==> config.mk <==
export PLATFORM = sky130hd
export DESIGN_NAME = dsr_seq_driver
export DESIGN_NICKNAME = d
export VERILOG_FILES = /design/src/rtl/dsr_pkg.sv /design/src/rtl/dsr_expect.sv /design/src/rtl/dsr_seq_driver.sv
export SDC_FILE = /design/constraint.sdc
export NUM_CORES = 1
export LEC_CHECK = 0
export CAP_MARGIN = 20
export CORE_ASPECT_RATIO = 1.4
export CORE_MARGIN = 2
export CORE_UTILIZATION = 55
export DETAILED_ROUTE_END_ITERATION = 12
export HOLD_SLACK_MARGIN = 0.15
export MAX_ROUTING_LAYER = met4
export PLACE_DENSITY = 0.95
export SETUP_SLACK_MARGIN = 0.05
export SYNTH_ARGS = -nofsm -noshare
export SYNTH_HDL_FRONTEND = slang
export SYNTH_HIERARCHICAL = 1
export SYNTH_SLANG_ARGS = --single-unit
==> constraint.sdc <==
create_clock -name clk -period 6.1 [get_ports clk]
set_input_delay 1.83 -clock clk [delete_from_list [all_inputs] [get_ports clk]]
set_output_delay 1.83 -clock clk [all_outputs]
set_load 0.05 [all_outputs]
==> src/rtl/dsr_pkg.sv <==
// Shared definitions for the DSR processing FSM and its initiator-side sequencer:
// state/step encodings, mode selection and the script byte constants.
package dsr_pkg;

  // Encoding of the receiver's own 9-state processing FSM.
  typedef enum logic [3:0] {
    DSR_IDLE  = 4'd0,
    DSR_HDR   = 4'd1,
    DSR_READ  = 4'd2,
    DSR_WAIT  = 4'd3,
    DSR_PROC1 = 4'd4,
    DSR_PROC2 = 4'd5,
    DSR_PROC3 = 4'd6,
    DSR_DONE  = 4'd7,
    DSR_ERR   = 4'd8
  } dsr_state_e;

  // Driver steps; the encoding doubles as the reported fail_step code.
  typedef enum logic [3:0] {
    D_START = 4'd0,
    D_HDR   = 4'd1,
    D_READ  = 4'd2,
    D_WAIT  = 4'd3,
    D_PROC1 = 4'd4,
    D_PROC2 = 4'd5,
    D_PROC3 = 4'd6,
    D_DONE  = 4'd7,
    D_ERR   = 4'd8,
    D_IDLE  = 4'd9
  } drv_step_e;

  typedef enum logic [1:0] {
    M_FULL  = 2'd0,
    M_WAIT  = 2'd1,
    M_ERROR = 2'd2,
    M_RSVD  = 2'd3
  } mode_e;

  localparam logic [7:0] HDR_OK       = 8'h01;
  localparam logic [7:0] READ_GO      = 8'h0A;
  localparam logic [7:0] WAIT_EXIT    = 8'h10;
  localparam logic [7:0] ERR_EXIT     = 8'h07;
  localparam logic [7:0] ERR_CODE     = 8'hEE;
  localparam logic [3:0] STEP_BADMODE = 4'hF;

endpackage

==> src/rtl/dsr_expect.sv <==
// Combinational prediction of the DSR's data_out/done for a given driver step
// and the byte the driver is presenting in that step.
module dsr_expect
  import dsr_pkg::*;
(
  input  drv_step_e   i_step,
  input  logic [7:0]  i_drv,
  output logic [7:0]  o_data,
  output logic        o_done
);

  always_comb begin
    o_data = '0;
    o_done = 1'b0;
    case (i_step)
      D_READ:  o_data = i_drv;
      D_PROC1: o_data = i_drv + 8'd1;
      D_PROC2: o_data = {i_drv[6:0], 1'b0};
      D_PROC3: o_data = ~i_drv;
      D_DONE: begin
        o_data = i_drv;
        o_done = 1'b1;
      end
      D_ERR:   o_data = ERR_CODE;
      default: o_data = '0;
    endcase
  end

endmodule

==> src/rtl/dsr_seq_driver.sv <==
// Built-in self-test master for the DSR: plays a byte script per mode and checks
// the DSR's responses each cycle. Optional auto-relaunch loop: DSR_SEQ_LOOP_EN.
module dsr_seq_driver
  import dsr_pkg::*;
#(
  parameter int unsigned WAIT_W = 4
) (
  input  logic              clk,
  input  logic              rst_n,
  input  logic              go,
  input  logic [1:0]        mode,
  input  logic [7:0]        payload,
  input  logic [WAIT_W-1:0] wait_cycles,
  output logic              dsr_start,
  output logic [7:0]        dsr_data_in,
  input  logic [7:0]        dsr_data_out,
  input  logic              dsr_done,
  output logic              busy,
  output logic              pass,
  output logic              fail,
  output logic [3:0]        fail_step,
  output logic [7:0]        fail_obs
`ifdef DSR_SEQ_LOOP_EN
  ,
  output logic [15:0]       pass_cnt
`endif
);

  drv_step_e         r_state, w_nxt;
  mode_e             r_mode, w_mode_sel;
  logic [7:0]        r_p;
  logic [WAIT_W-1:0] r_n, r_cnt;
  logic              r_detour;
  logic              r_pass, r_fail;
  logic [3:0]        r_fail_step;
  logic [7:0]        r_fail_obs;

  logic       w_launch, w_relaunch, w_exit, w_last, w_bad, w_start;
  logic [7:0] w_drv, w_exp_data;
  logic       w_exp_done;

`ifdef DSR_SEQ_LOOP_EN
  logic        r_loop;
  logic [15:0] r_pass_cnt;
  assign w_relaunch = r_loop;
  assign pass_cnt   = r_pass_cnt;
`else
  assign w_relaunch = 1'b0;
`endif

  dsr_expect u_expect (
    .i_step (r_state),
    .i_drv  (w_drv),
    .o_data (w_exp_data),
    .o_done (w_exp_done)
  );

  always_ff @(posedge clk or negedge rst_n) begin
    if (!rst_n) r_state <= D_IDLE;
    else        r_state <= w_nxt;
  end

  always_comb begin
    w_nxt      = r_state;
    w_drv      = '0;
    w_start    = 1'b0;
    w_last     = 1'b0;
    w_exit     = (r_cnt == r_n);
    w_mode_sel = w_relaunch ? r_mode : mode_e'(mode);
    w_launch   = 1'b0;
    case (r_state)
      D_IDLE: begin
        w_launch = go || w_relaunch;
        if (w_launch && (w_mode_sel != M_RSVD)) w_nxt = D_START;
      end
      D_START: begin
        w_start = 1'b1;
        w_nxt   = D_HDR;
      end
      D_HDR: begin
        w_drv = (r_mode == M_ERROR) ? 8'h00 : HDR_OK;
        w_nxt = (r_mode == M_ERROR) ? D_ERR : D_READ;
      end
      D_READ: begin
        // WAIT mode takes one detour through D_WAIT before reading for real
        if ((r_mode == M_FULL) || r_detour) begin
          w_drv = READ_GO;
          w_nxt = D_PROC1;
        end else begin
          w_nxt = D_WAIT;
        end
      end
      D_WAIT: begin
        w_drv = w_exit ? WAIT_EXIT : 8'h00;
        w_nxt = w_exit ? D_READ : D_WAIT;
      end
      D_PROC1: begin
        w_drv = r_p;
        w_nxt = D_PROC2;
      end
      D_PROC2: begin
        w_drv = r_p | 8'h80;
        w_nxt = D_PROC3;
      end
      D_PROC3: begin
        w_drv = r_p;
        w_nxt = D_DONE;
      end
      D_DONE: begin
        w_drv  = r_p;
        w_last = 1'b1;
        w_nxt  = D_IDLE;
      end
      D_ERR: begin
        w_drv  = w_exit ? ERR_EXIT : 8'h00;
        w_last = w_exit;
        w_nxt  = w_exit ? D_IDLE : D_ERR;
      end
      default: w_nxt = D_IDLE;
    endcase
    w_bad = (r_state != D_IDLE) &&
            ((dsr_data_out != w_exp_data) || (dsr_done != w_exp_done));
    if (w_bad) w_nxt = D_IDLE;
  end

  always_ff @(posedge clk or negedge rst_n) begin
    if (!rst_n) begin
      r_mode      <= M_FULL;
      r_p         <= '0;
      r_n         <= '0;
      r_cnt       <= '0;
      r_detour    <= 1'b0;
      r_pass      <= 1'b0;
      r_fail      <= 1'b0;
      r_fail_step <= '0;
      r_fail_obs  <= '0;
`ifdef DSR_SEQ_LOOP_EN
      r_loop      <= 1'b0;
      r_pass_cnt  <= '0;
`endif
    end else begin
      if ((r_state == D_WAIT) || (r_state == D_ERR)) r_cnt <= r_cnt + 1'b1;
      else                                           r_cnt <= '0;
      if ((r_state == D_WAIT) && w_exit) r_detour <= 1'b1;

      if (w_launch) begin
        r_detour    <= 1'b0;
        r_pass      <= 1'b0;
        r_fail      <= 1'b0;
        r_fail_step <= '0;
        r_fail_obs  <= '0;
        if (w_relaunch) begin
          r_p <= r_p + 8'd1;
        end else begin
          r_mode <= mode_e'(mode);
          r_p    <= payload;
          r_n    <= wait_cycles;
        end
        if (w_mode_sel == M_RSVD) begin
          r_fail      <= 1'b1;
          r_fail_step <= STEP_BADMODE;
        end
`ifdef DSR_SEQ_LOOP_EN
        r_loop <= 1'b0;
`endif
      end

      if (w_bad) begin
        r_fail      <= 1'b1;
        r_fail_step <= r_state;
        r_fail_obs  <= dsr_data_out;
      end else if (w_last) begin
        r_pass <= 1'b1;
`ifdef DSR_SEQ_LOOP_EN
        r_loop <= go;
        if (r_pass_cnt != 16'hFFFF) r_pass_cnt <= r_pass_cnt + 16'd1;
`endif
      end
    end
  end

  assign dsr_start   = w_start;
  assign dsr_data_in = w_drv;
  assign busy        = (r_state != D_IDLE);
  assign pass        = r_pass;
  assign fail        = r_fail;
  assign fail_step   = r_fail_step;
  assign fail_obs    = r_fail_obs;

endmodule
==> flow_summary.yaml, run 1 <==
clocking:
  cts_resized: 0
  cts.sink_count: 37
  cts-root-buf: "clkbuf_8"
  post_cts.repair.setup_buffers: 0
  postCtsHoldBufs: 0
  clk_path_buf_depth: 2
  clk_latency_ps: 290
  cts_buffers: 5
  cts_max_level: 2
  cts_tree: "done"
  cts.clk_slew.worst_paths_ps: 70
drt:
  drt-initial-drc-count: 160
  firstDrtPassIters: 5
  routed_wl_um: 5920
  ant_nets: 0
  wl_met2_um: 3200
  avgRoutedWirePerCell_um: 17.6
  highest_layer: "met4"
  vias: 2179
  viasPerCell: 6.49
  met1Wirelength_um: 2310
  routed-wl-met3_um: 265
  drcViolationCount: 0
cells_and_area:
  area_growth_pct: 23.1
  fillers: 314
  final_cell_mix: "clkdlybuf4s50_1, dfrtp_1, nand2_1, nor2_1"
  diodes: 0
  mostFrequentLayoutCell: "clkdlybuf4s50_1"
  final_area_sq_um: 2970
  layout-drive-gt1-share_pct: 8.59
  multi_input_area_sq_um: 1340
  nNetsFinal: 319
  regArea_sq_um: 928
floorplan:
  die_width_um: 60.0
  die_h_um: 82.3
  io_pins: 50
  die_area_sq_um: 4940
  core_area_sq_um: 4200
  num_rows: 28
  start_util_pct: 57.4
synthesis:
  synth_cell_type_count: 56
  synth_edf_count: 0
  avgSynthCellArea_sq_um: 9.76
  syn-cell-area_sq_um: 2410
  synth_seq_cells: 37
  synthArstFlopShare_pct: 100
  ys_seq_area_share_pct: 38.5
  synth_nets: 275
  synth_ff_type: "dfrtp_1"
  yosysWarnings: 6
  synthCells: 247
power_and_ir_drop:
  p_leak_nw: 1.16
  p_per_area_nw_per_um2: 282
  peakVddDrop_v: 0.000216
placement:
  dp_hpwl_um: 4150
  gp_congestion: 0.884
  port_buffers: 49
  place_area_sq_um: 2880
critical_path:
  cpLargestDelayFamily: "buffers and inverters"
  cp.arrival_ps: 3160
  r2r-end: "fail_step[0]"
  path_max_fanout: 31
  critPathKind: "reg2out"
  rr_startpoint: "r_state[2]"
  start_kind: "flip-flop"
  crit_cells: 5
  cpMaxStageDelayCell: "clkdlybuf4s50_1"
  end_kind: "output port"
  rr_worst_depth: 12
  cp_slowest_stage_delay_ps: 940
  required_ps: 4270
  path_buf_inv: 1
  crit_path_cell_trace: "nor2_1 -> and2_1 -> a22oi_1 -> o21ai_0 -> clkdlybuf4s50_1"
  r2r_slack_ps: 1820
global_route:
  grtUsageTotal_pct: 25.8
  grt_max_degree: 38
  grt_pass1_vias: 1965
  grt_pass1_wl_um: 9370
  overflow: 0
  antenna_found_initial: 0
sta:
  tns_ps: 0
  layout_min_cycle_time_ps: 4990
  rsz0062_at_grt: "false"
  period_share_pct: 81.8
  drv_slew: 0
  tightest_slew_ps: 945
  clock.fmax_mhz: 200
  finalHoldViolCount: 0
  setup_violations: 0
  slew_headroom_pct: 37.0
  skew_ps: 6.19
outcome:
  outcome: "complete, no violations"
worst_hold_path:
  worstHoldPathType: "reg2reg"
  hold_start: "r_p[5]"
  hold_depth: 1
  hold_end: "r_p[5]"
run:
  maxCapViolations: 0
## cells in the mapped netlist (6+ instances only)
library cell / count / area (sq um)
mux2_1: 10 / 113
dfrtp_1: 35 / 876
nand3_1: 8 / 40.0
nand2_1: 13 / 48.8
a22o_1: 8 / 70.1
a32oi_1: 6 / 52.6
nor2_1: 13 / 48.8
xor2_1: 9 / 78.8
inv_1: 10 / 37.5
a31oi_1: 6 / 37.5
xnor2_1: 12 / 105
mux2_2: 6 / 67.6
a21oi_1: 12 / 60.1
nor4_1: 6 / 37.5
## power by group
| part | switching (mW) | internal [mW] |
|---|---|---|
| sequential | 0.0457 | 0.298 |
| combinational | 0.196 | 0.127 |
| clock | 0.0804 | 0.0896 |
| total | 0.322 | 0.514 |
## how the worst max path moves through the flow
| stage | startpoint | end | slack (ps) |
|---|---|---|---|
| floorplan | r_state[0] | fail_obs[0] | 1570 |
| global placement | r_state[2] | dsr_data_in[1] | 1590 |
| detailed placement | r_state[2] | dsr_data_in[1] | 1500 |
| CTS | r_state[2] | dsr_data_in[1] | 1180 |
| global route | r_state[2] | dsr_data_in[1] | 820 |
| finish | r_state[2] | dsr_data_in[1] | 1110 |
## registers in the layout, summed over array words and instances (netlist names)
signal / cells
fail: 1
fail_obs: 8
fail_step: 4
pass: 1
r_cnt: 4
r_detour: 1
r_mode: 2
r_n: 4
r_p: 8
r_state: 4
## stage by stage
| step | cells | utilization (%) | hold WS [ps] | setup WS, ps | total power, mW |
|---|---|---|---|---|---|
| after global routing | 336 | 70.6 | 512 | 821 | 0.876 |
| after global placement | 329 | 68.5 | 476 | 1590 | 0.656 |
| after CTS | 336 | 70.6 | 493 | 1180 | 0.838 |
| final | 336 | 70.6 | 499 | 1110 | 0.836 |
| after floorplan | 247 | - | 456 | 1570 | 0.561 |
| after detailed placement | 329 | 68.5 | 477 | 1500 | 0.666 |
## per-layer routing
metal	GRT usage, %	vias to the layer above
li1	-	1003
met2	42.5	89
met1	31.6	1071
met4	10.2	0
met3	3.89	16
met5	-	-
## cells by family after synthesis
group,Yosys count,synth area share (%)
simple gates,76,18.6
mux,20,9.13
buf+inv,26,6.02
compound gates,65,19.1
xor+xnor,21,7.63
flops,37,38.5
fa+ha+maj,2,1.04
## final cells by class
cell class | instances | area share (%)
Multi-Input combinational cell | 184 | 45.1
Sequential cell | 37 | 31.3
Timing Repair Buffer | 52 | 17.3
Clock buffer | 7 | 2.91
Tap cell | 45 | 1.90
Inverter | 11 | 1.56
Note: power is estimated with default switching activity, not from simulation.
==> run 2: changes to the inputs <==
--- a/config.mk
+++ b/config.mk
@@ -8,11 +8,11 @@
 export CAP_MARGIN = 20
 export CORE_ASPECT_RATIO = 1.4
 export CORE_MARGIN = 2
-export CORE_UTILIZATION = 55
+export CORE_UTILIZATION = 51
 export DETAILED_ROUTE_END_ITERATION = 12
 export HOLD_SLACK_MARGIN = 0.15
 export MAX_ROUTING_LAYER = met4
-export PLACE_DENSITY = 0.95
+export PLACE_DENSITY = 0.91
 export SETUP_SLACK_MARGIN = 0.05
 export SYNTH_ARGS = -nofsm -noshare
 export SYNTH_HDL_FRONTEND = slang
==> constraint.sdc (replaced) <==
create_clock -name clk -period 5.2 [get_ports clk]
set_input_delay 1.56 -clock clk [delete_from_list [all_inputs] [get_ports clk]]
set_output_delay 1.56 -clock clk [all_outputs]
set_load 0.05 [all_outputs]
==> run 2 against run 1 <==
  * Register-to-register slack got worse by 550 ps
  * Non-clock buffer count rose by 2
  * Highest routed layer unchanged
  * Critical endpoint is now dsr_data_in[4]
  * Total power rose by 16%
==> flow_summary.yaml, run 2 (same netlist as run 1, synthesis figures left out) <==
outcome:
  outcome: "complete, no violations"
drt:
  ant_nets: 0
  vias: 2134
  drcViolationCount: 0
  viasPerCell: 5.99
  routed_wl_um: 5800
  avgRoutedWirePerCell_um: 16.3
  firstDrtPassIters: 4
  drt-initial-drc-count: 142
sta:
  layout_min_cycle_time_ps: 4450
  rsz0062_at_grt: "false"
  setup_violations: 0
  skew_ps: 8.91
  tns_ps: 0
  finalHoldViolCount: 0
  period_share_pct: 85.6
  clock.fmax_mhz: 225
  fin_ws_ps: 748
  hold_ws_ps: 485
  drv_slew: 0
  slew_headroom_pct: 58.3
  tightest_slew_ps: 625
critical_path:
  start_kind: "flip-flop"
  critPathKind: "reg2out"
  required_ps: 3640
  end_kind: "output port"
  r2r-end: "fail_step[0]"
  path_max_fanout: 28
  rr_startpoint: "r_state[0]"
  rr_worst_depth: 13
  cp.arrival_ps: 2890
  r2r_slack_ps: 1270
cells_and_area:
  final_cells: 356
  final_cell_mix: "clkdlybuf4s50_1, dfrtp_1, nand2_1, nor2_1"
  fin_util_pct: 66.2
  fillers: 352
  diodes: 0
  nNetsFinal: 321
  final_area_sq_um: 3000
  regArea_sq_um: 928
  layout-drive-gt1-share_pct: 9.86
  multi_input_area_sq_um: 1340
  mostFrequentLayoutCell: "clkdlybuf4s50_1"
  area_growth_pct: 24.6
clocking:
  cts.clk_slew.worst_paths_ps: 70
  clk_path_buf_depth: 2
  cts_resized: 0
  cts.sink_count: 37
  postCtsHoldBufs: 0
  cts_buffers: 5
  cts_tree: "done"
  cts-root-buf: "clkbuf_8"
  post_cts.repair.setup_buffers: 0
  cts_max_level: 2
  clk_latency_ps: 290
worst_hold_path:
  hold_start: "r_p[5]"
  hold_end: "r_p[5]"
  worstHoldPathType: "reg2reg"
  hold_depth: 1
floorplan:
  io_pins: 50
  die_h_um: 85.4
  die_area_sq_um: 5300
  die_width_um: 62.1
  num_rows: 29
  start_util_pct: 53.2
  core_area_sq_um: 4540
power_and_ir_drop:
  p_leak_nw: 1.17
  peakVddDrop_v: 0.000254
  p_per_area_nw_per_um2: 323
  p_total_mw: 0.970
global_route:
  met3_usage_pct: 3.85
  overflow: 0
  grt_pass1_wl_um: 9490
  grtUsageTotal_pct: 23.3
  met1_usage_pct: 26.6
  grt_max_degree: 38
  antenna_found_initial: 0
  top_usage_layer: "met2"
  met2_usage_pct: 39.6
  grt_pass1_vias: 2001
placement:
  dp_cells: 348
  gp_congestion: 0.924
  port_buffers: 49
  place_ws_ps: 1110
  dp_hpwl_um: 4260
  place_area_sq_um: 2920
run:
  maxCapViolations: 0
-- run 2: final cells by class --
class | count | share of cell area (%)
clock buffers | 5 | 2.29
clock inverters | 3 | 0.583
inverters | 11 | 1.54
multi-input cells | 184 | 44.5
flip-flops and latches | 37 | 30.9
well taps | 62 | 2.58
repair buffers | 54 | 17.6
-- run 2: worst max-delay path by stage --
stage	cells past startpoint	to	from
finish	4	dsr_data_in[4]	r_state[0]
global route	4	dsr_data_in[4]	r_state[0]
CTS	4	dsr_data_in[4]	r_state[0]
detailed placement	4	dsr_data_in[4]	r_state[0]
global placement	4	dsr_data_in[4]	r_state[0]
floorplan	14	fail_obs[0]	r_state[0]
-- run 2: worst max-delay path: stages, from the launching register on --
cell and delay (ps):
dfstp_2 820, and2_0 340, nand3b_1 110, a21oi_1 420
clkdlybuf4s50_1 910
-- run 2: per-layer routing --
| metal | wire length (um) | part of all wire [%] |
|---|---|---|
| met1 | 2330 | 40 |
| met5 | 0 | 0 |
| met2 | 3030 | 52 |
| met3 | 251 | 4.3 |
| met4 | 193 | 3.3 |
-- run 2: report_power, final --
group	switching, mW	internal (mW)
Sequential	0.0508	0.349
Clock	0.103	0.0924
Combinational	0.226	0.150
Total	0.379	0.591
==> run 3: changes to the inputs <==
--- a/config.mk
+++ b/config.mk
@@ -14,6 +14,7 @@
 export MAX_ROUTING_LAYER = met4
 export PLACE_DENSITY = 0.91
 export SETUP_SLACK_MARGIN = 0.05
+export SKIP_CTS_REPAIR_TIMING = 1
 export SYNTH_ARGS = -nofsm -noshare
 export SYNTH_HDL_FRONTEND = slang
 export SYNTH_HIERARCHICAL = 1
==> results of run 3 <==
Final layout, timing and power as in run 2 (identical DEF).
